--- config.mk ---
export PLATFORM = sky130hd
export DESIGN_NAME = trigger_stamp_out
export DESIGN_NICKNAME = d
export VERILOG_FILES = /design/src/rtl/trigger_pkg.sv /design/src/rtl/trigger_stamp_out_edge_stamp.sv /design/src/rtl/trigger_stamp_out.sv
export SDC_FILE = /design/constraint.sdc
export NUM_CORES = 1
export LEC_CHECK = 0
export ABC_AREA = 1
export CAP_MARGIN = 0
export CELL_PAD_IN_SITES_DETAIL_PLACEMENT = 0
export CELL_PAD_IN_SITES_GLOBAL_PLACEMENT = 2
export CORE_MARGIN = 2
export CORE_UTILIZATION = 32
export CTS_BUF_LIST = sky130_fd_sc_hd__clkbuf_4 sky130_fd_sc_hd__clkbuf_8
export CTS_CLUSTER_DIAMETER = 200
export CTS_CLUSTER_SIZE = 40
export DETAILED_ROUTE_END_ITERATION = 8
export GPL_ROUTABILITY_DRIVEN = 0
export PLACE_DENSITY_LB_ADDON = 0.1
export SLEW_MARGIN = 20
export SYNTH_ARGS = -nofsm -noshare
export SYNTH_HDL_FRONTEND = slang
export SYNTH_SLANG_ARGS = --single-unit
export TNS_END_PERCENT = 1
--- constraint.sdc ---
create_clock -name rxclk -period 2.1 [get_ports rxclk]
set_input_delay 0.315 -clock rxclk [delete_from_list [all_inputs] [get_ports rxclk]]
set_output_delay 0.315 -clock rxclk [all_outputs]
set_load 0.05 [all_outputs]
--- src/rtl/trigger_pkg.sv ---
// Shared constants for the shock-tube trigger chain: output FSM encodings
// and timestamp limits.
package trigger_pkg;

    localparam logic [1:0] ST_IDLE  = 2'd0;
    localparam logic [1:0] ST_ARMED = 2'd1;
    localparam logic [1:0] ST_PULSE = 2'd2;
    localparam logic [1:0] ST_DONE  = 2'd3;

    localparam int                TS_W    = 32;
    localparam logic [TS_W-1:0]   TS_MAX  = {TS_W{1'b1}};
    localparam int                TICK_NS = 8;

endpackage

--- src/rtl/trigger_stamp_out_edge_stamp.sv ---
// One detect bit: rising-edge detector plus a first-capture timestamp
// register that holds until the soft reset (disarm) clears it.
module edge_stamp
    import trigger_pkg::*;
#(
    parameter int W = 32
) (
    input  logic         clk,
    input  logic         rst_n,
    input  logic         srst,
    input  logic         din,
    input  logic [W-1:0] time_cnt,
    output logic         edge_pls,
    output logic [W-1:0] ts,
    output logic         valid
);

    logic         q_r;
    logic [W-1:0] ts_r;
    logic         valid_r;

    assign edge_pls = din & ~q_r;
    assign ts       = ts_r;
    assign valid    = valid_r;

    // Delayed copy of the input; keeps tracking while disarmed so a level
    // already high at arming never looks like an edge.
    always_ff @(posedge clk or negedge rst_n) begin
        if (!rst_n) begin
            q_r <= 1'b0;
        end else begin
            q_r <= din;
        end
    end

    // First edge after arming wins; later edges leave the stamp untouched.
    always_ff @(posedge clk or negedge rst_n) begin
        if (!rst_n) begin
            ts_r    <= {W{1'b0}};
            valid_r <= 1'b0;
        end else if (srst) begin
            ts_r    <= {W{1'b0}};
            valid_r <= 1'b0;
        end else if (edge_pls && !valid_r) begin
            ts_r    <= time_cnt;
            valid_r <= 1'b1;
        end
    end

endmodule

--- src/rtl/trigger_stamp_out.sv ---
// Timestamps trigger_gen detection events relative to arming, derives the
// A->B time of flight and drives the programmable-width trigger output.
module trigger_stamp_out
    import trigger_pkg::*;
#(
    parameter int C_S_AXI_DATA_WIDTH = 32,
    parameter int TRIG_ACTIVE_HIGH   = 1,
    parameter int N_STAMP            = 4
) (
    input  logic                                  rxclk,
    input  logic                                  rx_resetn,
    input  logic                                  trig_enable,
    input  logic [7:0]                            detect_pls,
    input  logic [C_S_AXI_DATA_WIDTH-1:0]         pulse_width,
    output logic                                  trig_out,
    output logic [N_STAMP*C_S_AXI_DATA_WIDTH-1:0] ts_pls,
    output logic [N_STAMP-1:0]                    ts_valid,
    output logic [C_S_AXI_DATA_WIDTH-1:0]         tof_ab,
    output logic                                  trig_done
);

    localparam int             W        = C_S_AXI_DATA_WIDTH;
    localparam logic [W-1:0]   ZERO_W   = {W{1'b0}};
    localparam logic [W-1:0]   ONE_W    = {{(W-1){1'b0}}, 1'b1};
    localparam logic [W-1:0]   CNT_MAX  = {W{1'b1}};
    localparam logic           ACT_LVL  = (TRIG_ACTIVE_HIGH != 0) ? 1'b1 : 1'b0;
    localparam logic           IDLE_LVL = (TRIG_ACTIVE_HIGH != 0) ? 1'b0 : 1'b1;

    function automatic logic [W-1:0] width_min1(input logic [W-1:0] pw);
        if (pw == ZERO_W) begin
            return ONE_W;
        end else begin
            return pw;
        end
    endfunction

    logic               srst_s;
    logic [W-1:0]       time_cnt_r;
    logic [N_STAMP-1:0] edge_s;
    logic               fire_edge_s;
    logic [1:0]         state_r;
    logic [1:0]         state_nxt_s;
    logic [W-1:0]       hold_cnt_r;
    logic [W-1:0]       hold_nxt_s;
    logic               pulse_on_nxt_s;
    logic               done_nxt_s;
    logic               trig_out_r;
    logic               trig_done_r;
    logic [W-1:0]       tof_r;
    logic               unused_detect_s;

    // Disarm acts as the synchronous clear of the whole block.
    assign srst_s          = ~trig_enable;
    assign fire_edge_s     = edge_s[N_STAMP-1];
    assign unused_detect_s = ^{detect_pls, edge_s};

    assign trig_out  = trig_out_r;
    assign trig_done = trig_done_r;
    assign tof_ab    = tof_r;

    // Arming-relative time base, saturating rather than wrapping.
    always_ff @(posedge rxclk or negedge rx_resetn) begin
        if (!rx_resetn) begin
            time_cnt_r <= ZERO_W;
        end else if (srst_s) begin
            time_cnt_r <= ZERO_W;
        end else if (time_cnt_r != CNT_MAX) begin
            time_cnt_r <= time_cnt_r + ONE_W;
        end
    end

    for (genvar k = 1; k <= N_STAMP; k++) begin : g_stamp
        edge_stamp #(
            .W (W)
        ) u_stamp (
            .clk      (rxclk),
            .rst_n    (rx_resetn),
            .srst     (srst_s),
            .din      (detect_pls[k]),
            .time_cnt (time_cnt_r),
            .edge_pls (edge_s[k-1]),
            .ts       (ts_pls[(k-1)*W +: W]),
            .valid    (ts_valid[k-1])
        );
    end

    // Time of flight between probes A and B once both stamps exist.
    always_ff @(posedge rxclk or negedge rx_resetn) begin
        if (!rx_resetn) begin
            tof_r <= ZERO_W;
        end else if (srst_s) begin
            tof_r <= ZERO_W;
        end else if (ts_valid[1:0] == 2'b11) begin
            tof_r <= ts_pls[W +: W] - ts_pls[0 +: W];
        end
    end

    // Output FSM next-state; pulse_on_nxt_s is the trigger level for the next cycle.
    always_comb begin
        state_nxt_s    = state_r;
        hold_nxt_s     = hold_cnt_r;
        pulse_on_nxt_s = 1'b0;
        done_nxt_s     = trig_done_r;
        if (srst_s) begin
            state_nxt_s = ST_IDLE;
            hold_nxt_s  = ZERO_W;
            done_nxt_s  = 1'b0;
        end else begin
            case (state_r)
                ST_IDLE: begin
                    state_nxt_s = ST_ARMED;
                end
                ST_ARMED: begin
                    if (fire_edge_s) begin
                        state_nxt_s    = ST_PULSE;
                        hold_nxt_s     = width_min1(pulse_width);
                        pulse_on_nxt_s = 1'b1;
                    end else begin
                        state_nxt_s = ST_ARMED;
                    end
                end
                ST_PULSE: begin
                    if (hold_cnt_r == ONE_W) begin
                        state_nxt_s = ST_DONE;
                        hold_nxt_s  = ZERO_W;
                        done_nxt_s  = 1'b1;
                    end else begin
                        hold_nxt_s     = hold_cnt_r - ONE_W;
                        pulse_on_nxt_s = 1'b1;
                    end
                end
                ST_DONE: begin
                    done_nxt_s = 1'b1;
                end
                default: begin
                    state_nxt_s = ST_IDLE;
                    hold_nxt_s  = ZERO_W;
                    done_nxt_s  = 1'b0;
                end
            endcase
        end
    end

    // FSM state, pulse hold counter and registered outputs.
    always_ff @(posedge rxclk or negedge rx_resetn) begin
        if (!rx_resetn) begin
            state_r     <= ST_IDLE;
            hold_cnt_r  <= ZERO_W;
            trig_out_r  <= IDLE_LVL;
            trig_done_r <= 1'b0;
        end else begin
            state_r     <= state_nxt_s;
            hold_cnt_r  <= hold_nxt_s;
            trig_out_r  <= pulse_on_nxt_s ? ACT_LVL : IDLE_LVL;
            trig_done_r <= done_nxt_s;
        end
    end

endmodule

After elaboration in Yosys (flattened, before gate mapping)

Index checks and enable logic that the tools add are counted.

Register bits after elaboration: 236
Input port bits: 43
Output and inout port bits: 166
Logic and storage cells: 96

$add $sub $neg: 3
Equality and inequality tests: 17
Muxes and demuxes: 37
Bitwise gates (word level): 8
Reductions and logical operators: 13

Operators with widths:

| operator              | count |
|---|---|
| $mux 32               | 16 |
| $pmux 32 s2           | 1 |
| $add 32x1->32 const B | 1 |
| $eq 32x1->1 const B   | 1 |
| $logic_not 32->1      | 1 |
| $ne 32x32->1 const B  | 1 |
| $sub 32x1->32 const B | 1 |
| $sub 32x32->32        | 1 |
| $mux 1                | 14 |
| $ne 2x1->1 const B    | 6 |
| $eq 2x2->1 const B    | 3 |
| $mux 2                | 3 |
| $ne 3x1->1 const B    | 2 |
| $pmux 2 s3            | 1 |
| $reduce_and 2->1      | 3 |
| $and 1x1->1           | 4 |
| $logic_and 1x1->1     | 4 |
| $logic_not 1->1       | 4 |
| $ne 4x1->1 const B    | 1 |
| $not 1->1             | 4 |
| $pmux 1 s2            | 2 |
| $ne 3x2->1 const B    | 1 |
| $ne 3x3->1 const B    | 1 |
| $eq 2x1->1 const B    | 1 |
| $logic_not 2->1       | 1 |

Logic depth before layout (Yosys ltp)

Depth after elaboration: 6
Gate-level depth with buffers: 14
Depth with buffers taken out: 14

Hierarchy

From an unflattened synthesis, not the netlist that was laid out.

Cells, all modules: 2020
Area total of the unflattened synthesis: 14361.3 µm²

By module, submodules not included:

| module            | instances | cells an instance | area an instance (µm²) | sequential area each (µm²) |
|---|---|---|---|---|
| trigger_stamp_out | 1         | 1412              | 8515.7                 | 2502.4 |
| edge_stamp        | 4         | 152               | 1461.4                 | 850.8 |

Worst setup path before layout

No wires, ideal clock.

Kind: reg2reg
Start: register g_stamp[2].u_stamp.ts_r[0]
End: register tof_r[28] (netlist: tof_ab[28])
Setup time: 0.118 ns
Arrival: 2.024 ns
Data required time: 1.982 ns
Path slack: -0.042 ns
Stages on the path, launching flop included: 14
Buffers on the path: 0
Period minus slack after synthesis: 2.142 ns
Cell sequence: dfrtp_1 > inv_1 > ha_1 > fa_1 > inv_1 > nand3_1 > nand3_1 > nand2_1 > nand3_1 > nand2_1 > nand2_1 > nand2_1 > nand3_1 > nand2_1

Cells in the longest elaborated chain, start to end: 3

Ends and longest elaborated chain:

| item                   | line                               | text |
|---|---|---|
| start, declared        | trigger_stamp_out_edge_stamp.sv:19 | `logic [W-1:0] ts_r;` |
| start signal, assigned | trigger_stamp_out_edge_stamp.sv:39 | `ts_r <= {W{1'b0}};` |
| start signal, assigned | trigger_stamp_out_edge_stamp.sv:42 | `ts_r <= {W{1'b0}};` |
| start signal, assigned | trigger_stamp_out_edge_stamp.sv:45 | `ts_r <= time_cnt;` |
| $sub 32x32->32         | trigger_stamp_out.sv:94            | `tof_r <= ts_pls[W +: W] - ts_pls[0 +: W];` |
| $mux 32                | trigger_stamp_out.sv:93            | `end else if (ts_valid[1:0] == 2'b11) begin` |
| $mux 32                | trigger_stamp_out.sv:91            | `end else if (srst_s) begin` |
| end signal, assigned   | trigger_stamp_out.sv:94            |  |
| end, declared          | trigger_stamp_out.sv:49            | `logic [W-1:0] tof_r;` |

Every way passes these cells. The select of a mux whose other input is x is not followed.
A chain may end at the register's enable or synchronous reset.

Final worst setup path

Start: register g_stamp[1].u_stamp.ts_r[18]
End: output ts_pls[18]

RTL lines:

| item                   | line                               | text |
|---|---|---|
| start, declared        | trigger_stamp_out_edge_stamp.sv:19 |  |
| start signal, assigned | trigger_stamp_out_edge_stamp.sv:39 |  |
| start signal, assigned | trigger_stamp_out_edge_stamp.sv:42 |  |
| start signal, assigned | trigger_stamp_out_edge_stamp.sv:45 |  |
| end, declared          | trigger_stamp_out.sv:16            | `output logic [N_STAMP*C_S_AXI_DATA_WIDTH-1:0] ts_pls,` |

No word-level cell between the ends.

==> flow_results.xml <==
<?xml version="1.0" encoding="UTF-8"?>
<metrics>
  <group name="cts">
    <metric name="ctsRootBufferMaster" unit="">clkbuf_8</metric>
    <metric name="worst_skew_pair.late_latency" unit="ps">580</metric>
    <metric name="cts.sinks" unit="">236</metric>
    <metric name="htree_levels" unit="">1</metric>
    <metric name="worst_setup_hold_path_clk_slew" unit="ps">270</metric>
    <metric name="tritoncts.num_buffers" unit="">9</metric>
    <metric name="max-clock-path-buffers" unit="">3</metric>
    <metric name="tritoncts" unit="">yes</metric>
  </group>
  <group name="floorplan">
    <metric name="start_util" unit="">0.3235</metric>
    <metric name="die_h" unit="um">209.7</metric>
    <metric name="total_i_o_pin_count" unit="">209</metric>
    <metric name="die-area" unit="sq mm">0.04397</metric>
    <metric name="die_x" unit="um">209.7</metric>
    <metric name="core" unit="sq mm">0.04185</metric>
    <metric name="placementRows" unit="">75</metric>
  </group>
  <group name="synth">
    <metric name="yosysMostFrequentCell" unit="">nand2_1</metric>
    <metric name="synthesis.area_per_instance" unit="sq um">7.160</metric>
    <metric name="synth-seq-area-share" unit="">0.4362</metric>
    <metric name="yosysUniqueCellTypes" unit="">40</metric>
    <metric name="synthTopCellsByArea" unit="">dfrtp_1, nand2_1, nand3_1</metric>
    <metric name="ys_top_cells_by_count" unit="">nand2_1, dfrtp_1, inv_1</metric>
    <metric name="top_flip_flop_cell_by_instance_count_after_synthesis" unit="">dfrtp_1</metric>
    <metric name="synth_nets" unit="">1973</metric>
    <metric name="ys_seq_elements" unit="">236</metric>
    <metric name="ys_async_sr_fraction" unit="">1.000</metric>
    <metric name="mappedNetlistArea" unit="sq mm">0.01354</metric>
    <metric name="yosysTopAreaCellShare" unit="">0.4362</metric>
    <metric name="synth_edf_count" unit="">0</metric>
    <metric name="synth-warning-count" unit="">0</metric>
    <metric name="synthCells" unit="">1891</metric>
    <metric name="synth_top_cell_by_area" unit="">dfrtp_1</metric>
  </group>
  <group name="sta">
    <metric name="layout_setup_ws" unit="ps">94.40</metric>
    <metric name="timing.fmax" unit="MHz">498.6</metric>
    <metric name="worstMarginPinSlew" unit="ps">655.3</metric>
    <metric name="rsz0062_at_grt" unit="">true</metric>
    <metric name="final.setup.tns" unit="ps">0</metric>
    <metric name="report.final.slew_viol_count" unit="">0</metric>
    <metric name="finClkSkew" unit="ps">34.72</metric>
    <metric name="maxSlewHeadroom" unit="">0.5631</metric>
    <metric name="holdWs" unit="ps">161.6</metric>
    <metric name="share_of_the_cycle_needed_by_the_critical_path_after_routing" unit="">0.9550</metric>
    <metric name="hold_viol" unit="">0</metric>
    <metric name="final_period_minus_worst_setup_slack" unit="ps">2006</metric>
    <metric name="final-setup-viol-count" unit="">0</metric>
  </group>
  <group name="route">
    <metric name="viasPerCell" unit="">4.800</metric>
    <metric name="postRouteAntennaNets" unit="">0</metric>
    <metric name="dr.first_iter.drc_count" unit="">827</metric>
    <metric name="dr_total_vias" unit="">12960</metric>
    <metric name="wire_per_inst" unit="um">17.70</metric>
    <metric name="post-route-drc-count" unit="">0</metric>
    <metric name="drt_pre_antenna_iters" unit="">5</metric>
    <metric name="post_detailed_routing_wire_length" unit="mm">47.78</metric>
  </group>
  <group name="cells_and_area">
    <metric name="layout.cells.non_filler" unit="">2699</metric>
    <metric name="postLayoutCoreUtil" unit="">0.4095</metric>
    <metric name="final_layout_size_suffix_gt1_frac" unit="">0.1006</metric>
    <metric name="fillCellCount" unit="">4480</metric>
    <metric name="syn_to_final_growth" unit="%">26.60</metric>
    <metric name="ff_latch_area" unit="sq mm">0.005908</metric>
    <metric name="finalInstanceArea" unit="sq mm">0.01714</metric>
    <metric name="finish.net_count" unit="">2240</metric>
    <metric name="multi_input_area" unit="sq mm">0.006624</metric>
  </group>
  <group name="worst_setup_path">
    <metric name="setup.worst_path.start" unit="">g_stamp[1].u_stamp.ts[18]$_DFFE_PN0P_</metric>
    <metric name="crit_path_top_delay_cell" unit="">dlygate4sd2_1</metric>
    <metric name="critical_path.endpoint_type" unit="">primary output</metric>
    <metric name="critical_path.cell_chain" unit="">buf_4, dlygate4sd2_1</metric>
    <metric name="path_max_fanout" unit="">3</metric>
    <metric name="critical_path.reg2reg.startpoint" unit="">g_stamp[1].u_stamp.ts[7]$_DFFE_PN0P_</metric>
    <metric name="critPathMaxStageDelay" unit="ps">530</metric>
    <metric name="critical_path_class" unit="">reg2out</metric>
    <metric name="timing.critical_path.arrival" unit="ps">1690</metric>
    <metric name="worst_ep_required" unit="ps">1780</metric>
    <metric name="setup.worst_path.start_class" unit="">flop</metric>
  </group>
  <group name="global_routing">
    <metric name="grt_start_max_net_pins" unit="">87</metric>
    <metric name="antenna_violations_before_repair" unit="">2</metric>
    <metric name="global_route.usage.total" unit="">0.2174</metric>
    <metric name="grt_remaining_overflow" unit="">0</metric>
    <metric name="grt_pass1_vias" unit="">12690</metric>
    <metric name="first_pass_grt_wire_length" unit="mm">74.41</metric>
  </group>
  <group name="run">
    <metric name="drv_cap" unit="">0</metric>
  </group>
  <group name="place">
    <metric name="post-place-cells" unit="">2681</metric>
    <metric name="post-place-ws" unit="ps">-36.02</metric>
    <metric name="port-buffer-count" unit="">204</metric>
    <metric name="place_area" unit="sq mm">0.01695</metric>
    <metric name="hpwl" unit="mm">37.25</metric>
  </group>
  <group name="pwr">
    <metric name="power_per_cell_area" unit="mW/mm^2">568.2</metric>
    <metric name="power.ir.vdd_worst" unit="mV">0.4603</metric>
    <metric name="cellLeakagePower" unit="nW">9.267</metric>
    <metric name="report.power.total" unit="mW">9.738</metric>
  </group>
  <group name="hold_path">
    <metric name="timing.hold.worst.start" unit="">detect_pls[4]</metric>
    <metric name="min-delay-path-class" unit="">in2reg</metric>
  </group>
  <group name="run_status">
    <metric name="run_status" unit="">completed</metric>
  </group>
</metrics>
-- where the power goes --
part	total (mW)	switching (mW)	internal, mW
registers	5.07	0.275	4.79
logic	2.69	1.75	0.934
clock network	1.99	1.44	0.540
total	9.74	3.47	6.27
-- final timing paths --
kind / endpoint / slack (ps) / depth (start not counted)
setup reg to reg: tof_ab[29]$_DFFE_PN0P_ / 120 / 12
hold reg to reg: tof_ab[26]$_DFFE_PN0P_ / 510 / 2
hold / removal: g_stamp[4].u_stamp.q_r$_DFF_PN0_ / 160 / 1
max in group asynchronous: time_cnt_r[23]$_DFFE_PN0P_ / 1110 / 3
min in group asynchronous: g_stamp[1].u_stamp.ts[8]$_DFFE_PN0P_ / 260 / 2
setup / recovery: ts_pls[18] / 90 / 2
-- logic make-up after synthesis --
logic type                 count (synthesis)  share of synthesized area
and+or+nand+nor                         1047                     0.3278
buffers and inverters                    301                    0.08807
AOI/OAI and AO/OA                        243                    0.09519
DFF                                      236                     0.4362
adders and majority gates                 39                    0.03660
xor gates and xnor gates                  25                    0.01617
-- worst max-delay path: cells and delay by family (launching register included) --
kind | cells | cell delay [ps]
buf+inv | 2 | 660
flops | 1 | 460
-- layout make-up --
cell class              instances  share of cell area
diodes                          2           0.0002920
clock buffers                  10            0.007665
clock inverters                 1            0.001752
inverters                     228             0.04993
multi-input cells            1354              0.3865
flip-flops and latches        236              0.3447
well taps                     539             0.03935
repair buffers                329              0.1699
-- per-layer routing --
layer / global-route usage / vias up / wire length [um]
li1: - / 6565 / -
met5: 0 / - / 0
met1: 0.3159 / 6094 / 23430
met4: 0.04500 / 0 / 974
met2: 0.3541 / 254 / 21770
met3: 0.01870 / 43 / 1601
-- timing repair --
action,4_1_cts,5_1_grt
gates resized for setup,159,45
buffers inserted,0,3
hold buffers,2,0
hold endpoints to repair,60,0
setup endpoints to repair,165,33
-- registers in the layout (all words and copies together), names as in the netlist --
| register | cells |
|---|---|
| time_cnt_r | 32 |
| tof_ab | 32 |
| g_stamp.u_stamp.q_r | 4 |
| trig_done | 1 |
| state_r | 2 |
| g_stamp.u_stamp.valid | 4 |
| hold_cnt_r | 32 |
| g_stamp.u_stamp.ts | 128 |
| trig_out | 1 |
-- placed cells by master, fill, tap and decap left out, types with 16 or more instances in the layout --
cell type,count
nand2_1,594
dfrtp_1,234
inv_1,225
nand3_1,222
o21ai_0,172
dlygate4sd2_1,156
nor2_1,128
buf_4,120
a21oi_1,40
clkdlybuf4s50_1,36
nor3_1,28
ha_1,26
nor2_2,16
nand4_1,16
Note: power is estimated with default switching activity, not from simulation.
